[config.mk]
export PLATFORM = sky130hd
export DESIGN_NAME = regex_job_sequencer
export DESIGN_NICKNAME = d
export VERILOG_FILES = /design/src/rtl/regex_job_sequencer.sv
export SDC_FILE = /design/constraint.sdc
export NUM_CORES = 1
export LEC_CHECK = 0
export ABC_AREA = 1
export ABC_CLOCK_PERIOD_IN_PS = 3260
export CELL_PAD_IN_SITES_DETAIL_PLACEMENT = 0
export CELL_PAD_IN_SITES_GLOBAL_PLACEMENT = 1
export CORE_MARGIN = 5
export CORE_UTILIZATION = 30
export CTS_CLUSTER_DIAMETER = 120
export DETAILED_ROUTE_END_ITERATION = 12
export PLACE_DENSITY = 0.84
export SYNTH_ARGS = -nofsm -noshare
export SYNTH_HDL_FRONTEND = slang
export SYNTH_SLANG_ARGS = --single-unit
[constraint.sdc]
create_clock -name clk -period 3.26 [get_ports clk]
set_input_delay 0.652 -clock clk [delete_from_list [all_inputs] [get_ports clk]]
set_output_delay 0.652 -clock clk [all_outputs]
set_load 0.05 [all_outputs]
[src/rtl/regex_job_sequencer.sv]
// regex_job_sequencer
// Drives the AXI_top register ports on behalf of a host: streams code/string
// words into core memory, launches a match job, waits for completion and
// returns the verdict together with the elapsed clock count read from the core.
// The command and status encodings default to the AXI_top register map and
// are exposed as parameters so they can follow that map if it changes.
// Optional feature macro: REGEX_SEQ_STATS_EN adds saturating result counters
// (stat_accepted, stat_rejected, stat_errors).

module regex_job_sequencer #(
`ifdef REGEX_SEQ_STATS_EN
    parameter int CNT_WIDTH              = 16,
`endif
    parameter int START_TIMEOUT          = 16,
    parameter int REG_WIDTH              = 32,
    parameter int CMD_NOP                = 0,
    parameter int CMD_WRITE              = 1,
    parameter int CMD_START              = 2,
    parameter int CMD_READ_ELAPSED_CLOCK = 3,
    parameter int STATUS_RUNNING         = 1,
    parameter int STATUS_ACCEPTED        = 2,
    parameter int STATUS_REJECTED        = 3
) (
    input  logic                 clk,
    input  logic                 rst,
    // memory-write beats
    input  logic                 wr_valid,
    output logic                 wr_ready,
    input  logic [REG_WIDTH-1:0] wr_addr,
    input  logic [REG_WIDTH-1:0] wr_data,
    // job descriptors
    input  logic                 job_valid,
    output logic                 job_ready,
    input  logic [REG_WIDTH-1:0] job_start_cc,
    input  logic [REG_WIDTH-1:0] job_end_cc,
    // results
    output logic                 res_valid,
    input  logic                 res_ready,
    output logic [1:0]           res_code,
    output logic [REG_WIDTH-1:0] res_cc,
    output logic                 busy,
    // AXI_top register ports
    output logic [REG_WIDTH-1:0] address_register,
    output logic [REG_WIDTH-1:0] data_in_register,
    output logic [REG_WIDTH-1:0] start_cc_pointer_register,
    output logic [REG_WIDTH-1:0] end_cc_pointer_register,
    output logic [REG_WIDTH-1:0] cmd_register,
    input  logic [REG_WIDTH-1:0] status_register,
    input  logic [REG_WIDTH-1:0] data_o_register
`ifdef REGEX_SEQ_STATS_EN
    ,
    output logic [CNT_WIDTH-1:0] stat_accepted,
    output logic [CNT_WIDTH-1:0] stat_rejected,
    output logic [CNT_WIDTH-1:0] stat_errors
`endif
);

    localparam int TW = $clog2(START_TIMEOUT + 1);

    localparam logic [1:0] CODE_REJECTED = 2'b00;
    localparam logic [1:0] CODE_ACCEPTED = 2'b01;
    localparam logic [1:0] CODE_TIMEOUT  = 2'b10;
    localparam logic [1:0] CODE_PROTOCOL = 2'b11;

    typedef enum logic [3:0] {
        IDLE,
        WR_SETUP,
        WR_CMD,
        JOB_SETUP,
        START,
        RUN,
        CC_REQ,
        CC_WAIT,
        DONE
    } state_t;

    state_t                 state_reg, state_next;
    logic [TW-1:0]          timer_reg, timer_next;
    logic [REG_WIDTH-1:0]   cmd_reg, cmd_next;
    logic [REG_WIDTH-1:0]   addr_reg, addr_next;
    logic [REG_WIDTH-1:0]   data_in_reg, data_in_next;
    logic [REG_WIDTH-1:0]   start_ptr_reg, start_ptr_next;
    logic [REG_WIDTH-1:0]   end_ptr_reg, end_ptr_next;
    logic [1:0]             res_code_reg, res_code_next;
    logic [REG_WIDTH-1:0]   res_cc_reg, res_cc_next;

    logic status_running;
    logic status_accepted;
    logic status_rejected;

    assign status_running  = (status_register == REG_WIDTH'(STATUS_RUNNING));
    assign status_accepted = (status_register == REG_WIDTH'(STATUS_ACCEPTED));
    assign status_rejected = (status_register == REG_WIDTH'(STATUS_REJECTED));

    // Host-facing handshakes and status are decoded straight from the state.
    assign wr_ready  = (state_reg == IDLE);
    assign job_ready = (state_reg == IDLE) && !wr_valid;
    assign res_valid = (state_reg == DONE);
    assign busy      = (state_reg != IDLE);
    assign res_code  = res_code_reg;
    assign res_cc    = res_cc_reg;

    assign address_register          = addr_reg;
    assign data_in_register          = data_in_reg;
    assign start_cc_pointer_register = start_ptr_reg;
    assign end_cc_pointer_register   = end_ptr_reg;
    assign cmd_register              = cmd_reg;

    // Next-state logic; the command is derived from the state being entered
    // so cmd_register is a clean register that tracks the FSM one-for-one.
    always_comb begin
        state_next     = state_reg;
        timer_next     = timer_reg;
        addr_next      = addr_reg;
        data_in_next   = data_in_reg;
        start_ptr_next = start_ptr_reg;
        end_ptr_next   = end_ptr_reg;
        res_code_next  = res_code_reg;
        res_cc_next    = res_cc_reg;
        cmd_next       = REG_WIDTH'(CMD_NOP);

        case (state_reg)
            IDLE: begin
                if (wr_valid) begin
                    addr_next    = wr_addr;
                    data_in_next = wr_data;
                    state_next   = WR_SETUP;
                end else if (job_valid) begin
                    if (job_end_cc < job_start_cc) begin
                        // Empty/inverted range: report without touching the core.
                        res_code_next = CODE_PROTOCOL;
                        res_cc_next   = '0;
                        state_next    = DONE;
                    end else begin
                        start_ptr_next = job_start_cc;
                        end_ptr_next   = job_end_cc;
                        state_next     = JOB_SETUP;
                    end
                end
            end
            WR_SETUP: state_next = WR_CMD;
            WR_CMD:   state_next = IDLE;
            JOB_SETUP: begin
                timer_next = '0;
                state_next = START;
            end
            START: begin
                if (status_running) begin
                    state_next = RUN;
                end else if (timer_reg == TW'(START_TIMEOUT - 1)) begin
                    res_code_next = CODE_TIMEOUT;
                    res_cc_next   = '0;
                    state_next    = DONE;
                end else begin
                    timer_next = timer_reg + TW'(1);
                end
            end
            RUN: begin
                if (status_running) begin
                    state_next = RUN;
                end else if (status_accepted) begin
                    res_code_next = CODE_ACCEPTED;
                    state_next    = CC_REQ;
                end else if (status_rejected) begin
                    res_code_next = CODE_REJECTED;
                    state_next    = CC_REQ;
                end else begin
                    res_code_next = CODE_PROTOCOL;
                    res_cc_next   = '0;
                    state_next    = DONE;
                end
            end
            CC_REQ: state_next = CC_WAIT;
            CC_WAIT: begin
                res_cc_next = data_o_register;
                state_next  = DONE;
            end
            DONE: begin
                if (res_ready) begin
                    state_next = IDLE;
                end
            end
            default: state_next = IDLE;
        endcase

        case (state_next)
            WR_CMD:  cmd_next = REG_WIDTH'(CMD_WRITE);
            START:   cmd_next = REG_WIDTH'(CMD_START);
            CC_REQ:  cmd_next = REG_WIDTH'(CMD_READ_ELAPSED_CLOCK);
            default: cmd_next = REG_WIDTH'(CMD_NOP);
        endcase
    end

    // State and register-port updates; reset returns everything to idle/NOP.
    always_ff @(posedge clk) begin
        if (rst) begin
            state_reg     <= IDLE;
            timer_reg     <= '0;
            cmd_reg       <= REG_WIDTH'(CMD_NOP);
            addr_reg      <= '0;
            data_in_reg   <= '0;
            start_ptr_reg <= '0;
            end_ptr_reg   <= '0;
            res_code_reg  <= '0;
            res_cc_reg    <= '0;
        end else begin
            state_reg     <= state_next;
            timer_reg     <= timer_next;
            cmd_reg       <= cmd_next;
            addr_reg      <= addr_next;
            data_in_reg   <= data_in_next;
            start_ptr_reg <= start_ptr_next;
            end_ptr_reg   <= end_ptr_next;
            res_code_reg  <= res_code_next;
            res_cc_reg    <= res_cc_next;
        end
    end

`ifdef REGEX_SEQ_STATS_EN
    logic [CNT_WIDTH-1:0] stat_accepted_reg;
    logic [CNT_WIDTH-1:0] stat_rejected_reg;
    logic [CNT_WIDTH-1:0] stat_errors_reg;
    logic                 res_fire;

    assign res_fire      = (state_reg == DONE) && res_ready;
    assign stat_accepted = stat_accepted_reg;
    assign stat_rejected = stat_rejected_reg;
    assign stat_errors   = stat_errors_reg;

    // Saturating per-verdict counters, bumped when a result is consumed.
    always_ff @(posedge clk) begin
        if (rst) begin
            stat_accepted_reg <= '0;
            stat_rejected_reg <= '0;
            stat_errors_reg   <= '0;
        end else if (res_fire) begin
            case (res_code_reg)
                CODE_ACCEPTED: begin
                    if (stat_accepted_reg != '1) stat_accepted_reg <= stat_accepted_reg + CNT_WIDTH'(1);
                end
                CODE_REJECTED: begin
                    if (stat_rejected_reg != '1) stat_rejected_reg <= stat_rejected_reg + CNT_WIDTH'(1);
                end
                default: begin
                    if (stat_errors_reg != '1) stat_errors_reg <= stat_errors_reg + CNT_WIDTH'(1);
                end
            endcase
        end
    end
`endif

endmodule

==> results by stage, run 1 <==
STA:
- The max-slew violation count is 0.
- The share of the cycle needed by the critical path after routing is 85.55%.
- The final critical-path required period is roughly 2.8 ns.
- The total count of hold-check failures in the final report is 0.
- Based on the critical path, the design can be clocked at up to ~0.36 GHz.
- After routing, the total negative slack on setup checks comes to 0 ns.
- Setup repair after global routing left no endpoint under its margin.
- Setup slack on the critical path of the routed design comes to between 0.4 and 0.5 ns.
- The slew at the pin closest to its max-slew limit is about 0.92 ns.
- The headroom to the max-slew limit is ~39%.
- On the final layout, the worst clock skew is a little over 0.01 ns.
- The setup-violating endpoint count in the final report is 0.

Finish:
- Cells fill a little under half of the core in the end.
- The combined area of the multi-input logic cells is ~3700 um^2.
- The sequential cell area is ~3500 um^2.
- The area overhead of the layout relative to synthesis is 55.52%.
- Cells with a size suffix above 1 make up about 5% of the layout.
- The net total in the final layout is 1,669.
- The number of filler cells placed in the layout is approximately 2,600.
- The number of antenna diodes is 0.

Drt:
- The wire length after detailed routing is around 27,000 um.
- Using the TritonRoute via totals, the vias-per-cell ratio works out to ~4.5.
- The post-detailed-route DRC marker count is 0.
- In this run the remaining antenna-violating nets after routing total 0.
- In the final routed layout, each cell accounts on average for 15.05 um.
- The final route contains 7,990 vias.
- For this run, the detailed router's first-pass iteration total came to 4.
- After the first detailed-routing iteration, the DRC count stood at around 360.

Floorplan:
- The floorplan step defined a die boundary enclosing 29,650 um^2.
- The number of standard-cell rows in the floorplan is 59.
- The initial cell density of the core is a little under a third.
- The total area inside the core boundary comes to ~26,000 um^2.
- The floorplan die height is 172.2 um.
- During I/O placement, the number of pins put on the boundary was between 300 and 400.
- In this run the horizontal extent of the chip is approximately 170 um.

Placed design:
- The HPWL after detailed placement is 19,810 um.
- Before CTS, the worst setup slack after placement is 0.01763 ns.
- The count of buffers added on input and output ports is about 360.
- The global placement routability congestion is 0.8107.

Worst setup path:
- The setup check on the worst reg-to-reg path leaves a slack of around 0.66 ns.
- The worst setup path is of the register to primary output kind.
- The worst endpoint data arrival time is around 2.1 ns.
- The worst register-to-register path ends at res_cc[24].
- The element type at the critical path start is a register.
- The most critical setup path has its startpoint at state_reg[0].
- The number of cells on the worst reg-to-reg path is 14.
- The slowest stage of the critical path belongs to the cell sky130_fd_sc_hd__buf_4.
- The worst-path maximum fanout is 65.
- The type of element capturing the critical path is a primary output.
- The critical path data required time is ~2.6 ns.
- Traced cell by cell, the critical path runs through inv_2 -> nand3_4 -> nor2_4 -> buf_4 -> buf_12.
- In this run the critical register-to-register path is launched from timer_reg[0].
- The delay of the slowest critical-path stage is ~0.62 ns.

Hold path:
- In this run the most critical hold path is launched from data_in_register[4].
- The depth of the worst hold-timing path is 2.
- The path class of the tightest hold or removal check is register to register.
- The destination of the worst hold path is data_in_register[4].

Yosys:
- The total of warnings raised by yosys is 0.
- Summing every instance area after synthesis gives ~7900 um^2.
- The part of the Yosys area used for sequential elements is a little over two fifths.
- In this run, synthesis produced a sequential element count of ~170.
- The biggest area consumer among synthesized cells is sky130_fd_sc_hd__dfxtp_1.
- The area share of the largest cell type after synthesis is 43.88%.
- The post-synthesis instance total is around 1,100.
- The number of different library cells in the post-synthesis netlist is 32.
- Sorting the synthesized cells by area gives the leading types as sky130_fd_sc_hd__dfxtp_1 44%, sky130_fd_sc_hd__nor2_1 11%, sky130_fd_sc_hd__nand2_1 8.8%.
- A synthesized cell averages about 7 um^2.

Global route:
- The wire length of the first global-routing pass is about 40,000 um.
- The number of global-route vias before repair is 7,709.
- The pin count of the biggest net entering global routing is 66.
- The total track usage is 17.05%.
- The total overflow left after global routing is 0.
- The number of antenna violations at the first check in global routing is 0.

Job:
- The count of maximum capacitance violations is 0.

CTS:
- The buffer cell driving the clock tree root is sky130_fd_sc_hd__clkbuf_16.
- Clock latency on the worst-skew pair, taken at its later pin, is between 0.4 and 0.5 ns.
- The number of gates resized after CTS was 0.
- The number of buffers inserted to repair setup after CTS is 0.
- The deepest level of the CTS H-tree is 4.
- The tree built by TritonCTS fans out to between 150 and 200 sinks.
- The clock-pin slew on the worst setup and hold paths is ~0.07 ns.
- Hold repair after CTS inserted 0 buffers.
- The number of clock buffers inserted by TritonCTS is 17.
- The CTS tree is yes.
- In this run the deepest clock path goes through 2 buffers.

Outcome:
- The flow ran to the end, and the final reports show no timing, DRC or antenna violations.

Pwr:
- In this run the static leakage power is about 5.0 nW.
- The power density over cell area is between 600 and 700 nW/um^2.
- The largest voltage drop on the vdd net is ~0.00042 V.
==> cells by family (layout without fill, tap and decap cells) <==
kind of cell | Yosys count | count (layout) | share of synthesized area [%]
AOI/OAI and AO/OA | 189 | 189 | 12.19
adders and majority gates | 33 | 33 | 5.232
buffers and inverters | 186 | 501 | 11.21
DFF | 173 | 173 | 43.88
other | 1 | 30 | 0.04751
and+or+nand+nor | 526 | 526 | 27.44
==> layer usage <==
layer / share of wire (%) / GRT usage [%]
met1: 42 / 20.77
met2: 49 / 29.09
met3: 7.7 / 5.510
met4: 1.4 / 4.545
met5: 0 / 0
==> metrics by stage <==
| step | power, mW | cells | hold WS (ns) | area [um^2] |
|---|---|---|---|---|
| floorplan | 4.635 | 1137 | 0.4355 | 8001 |
| global placement | 5.673 | 1755 | 0.4479 | 11710 |
| detailed placement | 5.693 | 1755 | 0.4516 | 11710 |
| CTS | 7.730 | 1787 | 0.4626 | 12270 |
| global route | 8.056 | 1787 | 0.4757 | 12270 |
| finish | 7.639 | 1787 | 0.4620 | 12270 |
==> cell usage after synthesis (all sizes together) <==
cell	n
nor2	233
buf	65
nand3	94
ha	33
nand4	2
clkbuf	32
and3	1
o21ai	73
a211oi	1
nor4	1
a22o	1
inv	88
dfxtp	173
nand3b	1
a21oi	113
nor3	7
clkinv	1
nand2	187
o31ai	1
conb	1
==> worst max-delay path, delay by kind of cell, from the launching register on <==
family                 cells  cell delay [ns]
buffers and inverters      3             0.96
flip-flops                 1             0.42
AND/OR/NAND/NOR            2             0.29
==> cells in the final DEF (no fill, tap or decap), types with 17 or more instances in the layout <==
cell type,n
sky130_fd_sc_hd__clkdlybuf4s50_1,359
sky130_fd_sc_hd__nor2_1,228
sky130_fd_sc_hd__nand2_1,183
sky130_fd_sc_hd__dfxtp_1,173
sky130_fd_sc_hd__a21oi_1,112
sky130_fd_sc_hd__nand3_1,92
sky130_fd_sc_hd__inv_1,81
sky130_fd_sc_hd__o21ai_1,60
sky130_fd_sc_hd__ha_1,33
sky130_fd_sc_hd__conb_1,30
sky130_fd_sc_hd__clkbuf_16,17
==> where the power goes <==
group | internal [mW] | switching [mW]
logic | 1.06 | 2.00
clock network | 1.03 | 0.978
registers | 2.40 | 0.155
total | 4.50 | 3.14
==> final cells by class <==
cell class / count / area share (%)
Sequential cell: 173 / 28.22
Clock inverter: 13 / 0.9990
Multi-Input combinational cell: 778 / 29.81
Inverter: 89 / 2.722
Clock buffer: 19 / 3.609
Timing Repair Buffer: 380 / 31.23
Tap cell: 335 / 3.415
==> worst max path at each step <==
| stage | cells past startpoint | slack, ns | endpoint |
|---|---|---|---|
| after detailed placement | 16 | 0.02 | start_cc_pointer_register[8] |
| after floorplan | 14 | 1.05 | res_cc[0] |
| after global placement | 16 | 0.06 | start_cc_pointer_register[8] |
| after CTS | 5 | 0.45 | wr_ready |
| after global routing | 16 | 0.24 | end_cc_pointer_register[16] |
| final | 5 | 0.47 | wr_ready |
Power figures use the tool's default switching activity.
==> run 2: changes to the inputs <==
- CAP_MARGIN: not set -> 20
- CTS_CLUSTER_DIAMETER: 120 -> not set
==> results of run 2 <==
Final layout, timing and power as in run 1 (identical DEF).
==> run 3: changes to the inputs <==
==> constraint.sdc (replaced) <==
create_clock -name clk -period 3.26 [get_ports clk]
set_input_delay 0.326 -clock clk [delete_from_list [all_inputs] [get_ports clk]]
set_output_delay 0.326 -clock clk [all_outputs]
set_load 0.05 [all_outputs]
==> run 3 against run 2 <==
  * Combinational power is 1% lower
  * Hold slack lost 0.095 ns
  * Die area did not move
  * Non-clock buffer count down 5
  * Flip-flop and latch count unchanged
  * Sequential share of layout area is 0.11 points higher
  * Critical path type unchanged
  * Cell count shrank 0.34%
  * Highest routed layer unchanged
  * First-iteration DRC count is 21% higher
  * Register-to-register slack better by 0.35 ns
==> results by stage, run 3 (same netlist as run 1, synthesis figures left out) <==
Global route:
- The number of global-route vias before repair is 7,602 (-1.4%).
- The total track usage is 16.77% (-0.27 points).
- The number of antenna violations at the first check in global routing was 0 (unchanged).
- The wire length of the first global-routing pass came to 40,050 um (-0.99%).
- The residual overflow from global routing is 0 (unchanged).
- The pin count of the biggest net entering global routing is 73 (+11%).

Job:
- The count of maximum capacitance violations is 0 (unchanged).

CTS:
- The post-cts resize count came to 0 (unchanged).
- The CTS tree is yes.
- The insertion delay of the later-clocked pin in the worst-skew pair was 0.42 ns (about the same).
- The clock-pin slew on the worst setup and hold paths is 0.06 ns (about the same).
- The maximum root-to-sink buffer count is 2 (unchanged).
- The buffer cell driving the clock tree root is sky130_fd_sc_hd__clkbuf_16.
- The number of clock buffers inserted by TritonCTS is 17 (unchanged).
- The total clock sinks was 173 (unchanged).
- The deepest level of the CTS H-tree is 4 (unchanged).
- The number of hold buffers added after cts is 0 (unchanged).
- The number of buffers inserted to repair setup after CTS is 0 (unchanged).

Drt:
- The wire length after detailed routing is 26,630 um (-0.97%).
- The first-iteration detailed-routing DRC count is 431 (+21%).
- The routed via count divided by cell count is 4.482 (+0.24%).
- The number of nets still failing antenna checks after routing is 0 (unchanged).
- The detailed-routing iteration count for the pre-antenna-repair pass is 4 (unchanged).
- The post-detailed-route DRC marker count is 0 (unchanged).
- The number of vias after detailed routing is 7,982 (-0.10%).
- The average wire per standard cell is 14.95 um (-0.63%).

STA:
- Setup repair after global routing left no endpoint under its margin.
- The share of the cycle needed by the critical path after routing was 77.19% (-8.4 points).
- The final setup slack of the worst path came to 0.7437 ns (+0.2725 ns).
- The final critical-path required period is 2.516 ns (-0.2725 ns).
- The total count of hold-check failures in the final report came to 0 (unchanged).
- The maximum clock rate was 0.3974 GHz (+11%).
- The slew at the pin closest to its max-slew limit is 0.8679 ns (-0.05139 ns).
- The worst clock skew is 0.01426 ns (+0.004154 ns).
- The worst hold margin was 0.3673 ns (-0.09466 ns).
- The setup TNS is 0 ns (unchanged).
- The headroom to the max-slew limit came to 42.14% (+3.5 points).
- The setup-violating endpoint count in the final report came to 0 (unchanged).
- The max-slew violation count is 0 (unchanged).

Pwr:
- The cell leakage power was 5.001 nW (-0.65%).
- The power density over cell area is 626.9 nW/um^2 (+0.73%).
- The total power was 7.665 mW (+0.34%).
- The largest voltage drop on the vdd net is 0.0003673 V (-12%).

Worst setup path:
- The critical path data required time is 2.93 ns (+0.32 ns).
- The worst endpoint data arrival time came to 2.19 ns (+0.05 ns).
- The critical path is of the register to primary output type.
- STA classifies the critical path startpoint as a register.
- The worst setup path is captured at a primary output.
- The worst-path maximum fanout came to 65 (unchanged).

Floorplan:
- The die footprint is 29,650 um^2 (unchanged).
- The number of standard-cell rows in the floorplan is 59 (unchanged).
- The floorplan die height is 172.2 um (unchanged).
- The die span in x is 172.2 um (unchanged).
- The placeable core region is 25,980 um^2 (unchanged).
- The number of top-level pins is 395 (unchanged).
- The initial cell density of the core is 30.37% (unchanged).

Hold path:
- The path class of the tightest hold or removal check is primary input to register.

Placed design:
- The global placement routability congestion is 0.8064 (-0.53%).
- The worst setup slack after placement was 0.3114 ns (+0.2937 ns).
- The HPWL after detailed placement is 19,600 um (-1.1%).
- The number of buffer cells added on primary ports is 364 (unchanged).
- The cell count after placement is 1,750 (-0.28%).

Finish:
- The fraction of final layout cells with drive strength greater than 1 is 4.633% (-0.46 points).
- The library cell used most frequently in the layout, excluding fill and tap cells, is sky130_fd_sc_hd__clkdlybuf4s50_1.
- The combined area of the multi-input logic cells is 3659 um^2 (unchanged).
- The net total in the final layout is 1,664 (-0.30%).
- The area overhead of the layout relative to synthesis is 54.91%.
- Leaving out fill and tap cells, the most frequent cells in the layout are 360 x sky130_fd_sc_hd__clkdlybuf4s50_1, 228 x sky130_fd_sc_hd__nor2_1, 183 x sky130_fd_sc_hd__nand2_1.
- The sequential cell area is 3463 um^2 (unchanged).
- The number of antenna diodes is 0 (unchanged).
- The non-filler instance count after layout is 1,781 (-0.34%).
- The number of filler cells placed in the layout came to 2,602 (-1.1%).

Outcome:
- The run finished with clean final reports.
[run 3: changes by cell type in the layout (fill, tap and decap cells not counted), sizes merged]
cell	delta
clkdlybuf4s50	+1
bufinv	+2
inv	-5
clkbuf	+1
clkinvlp	+1
buf	-6
[run 3: final cells by class]
cell class / instances / share of cell area [%]
Clock inverter: 11 / 1.095
Tap cell: 335 / 3.428
Timing Repair Buffer: 375 / 30.76
Inverter: 89 / 2.732
Multi-Input combinational cell: 778 / 29.92
Clock buffer: 20 / 3.735
Sequential cell: 173 / 28.33
[run 3: power breakdown]
group	leakage, nW	internal (mW)	switching, mW
Clock	0.276	1.18	0.901
Sequential	1.42	2.40	0.154
Combinational	3.31	1.03	2.00
[run 3: worst paths after layout]
check	to	depth (start not counted)	start	slack, ns
setup reg to reg	start_cc_pointer_register[3]	12	state_reg[0]	1.01
setup / recovery	wr_ready	5	state_reg[0]	0.74
hold / removal	state_reg[3]	6	wr_valid	0.37
hold reg to reg	data_in_register[4]	2	data_in_register[4]	0.46
[run 3: metal layers]
metal	routed length, um	GRT usage [%]	up-vias
met3	2286	6.196	33
met5	0	0	-
met2	13030	28.95	228
li1	-	-	4135
met1	10870	19.85	3586
met4	440	4.067	0
[run 3: critical path, cell delays in order, from the launching register on]
cell	delay, ns
sky130_fd_sc_hd__dfxtp_1	0.42
sky130_fd_sc_hd__inv_2	0.13
sky130_fd_sc_hd__nand3_4	0.09
sky130_fd_sc_hd__nor2_4	0.19
sky130_fd_sc_hd__buf_4	0.59
sky130_fd_sc_hd__buf_4	0.32
[run 3: through the flow]
step,util [%],instance area [um^2]
after floorplan,-,8001
after global placement,44.78,11640
after detailed placement,44.78,11640
after CTS,47.05,12230
after global routing,47.05,12230
final,47.05,12230
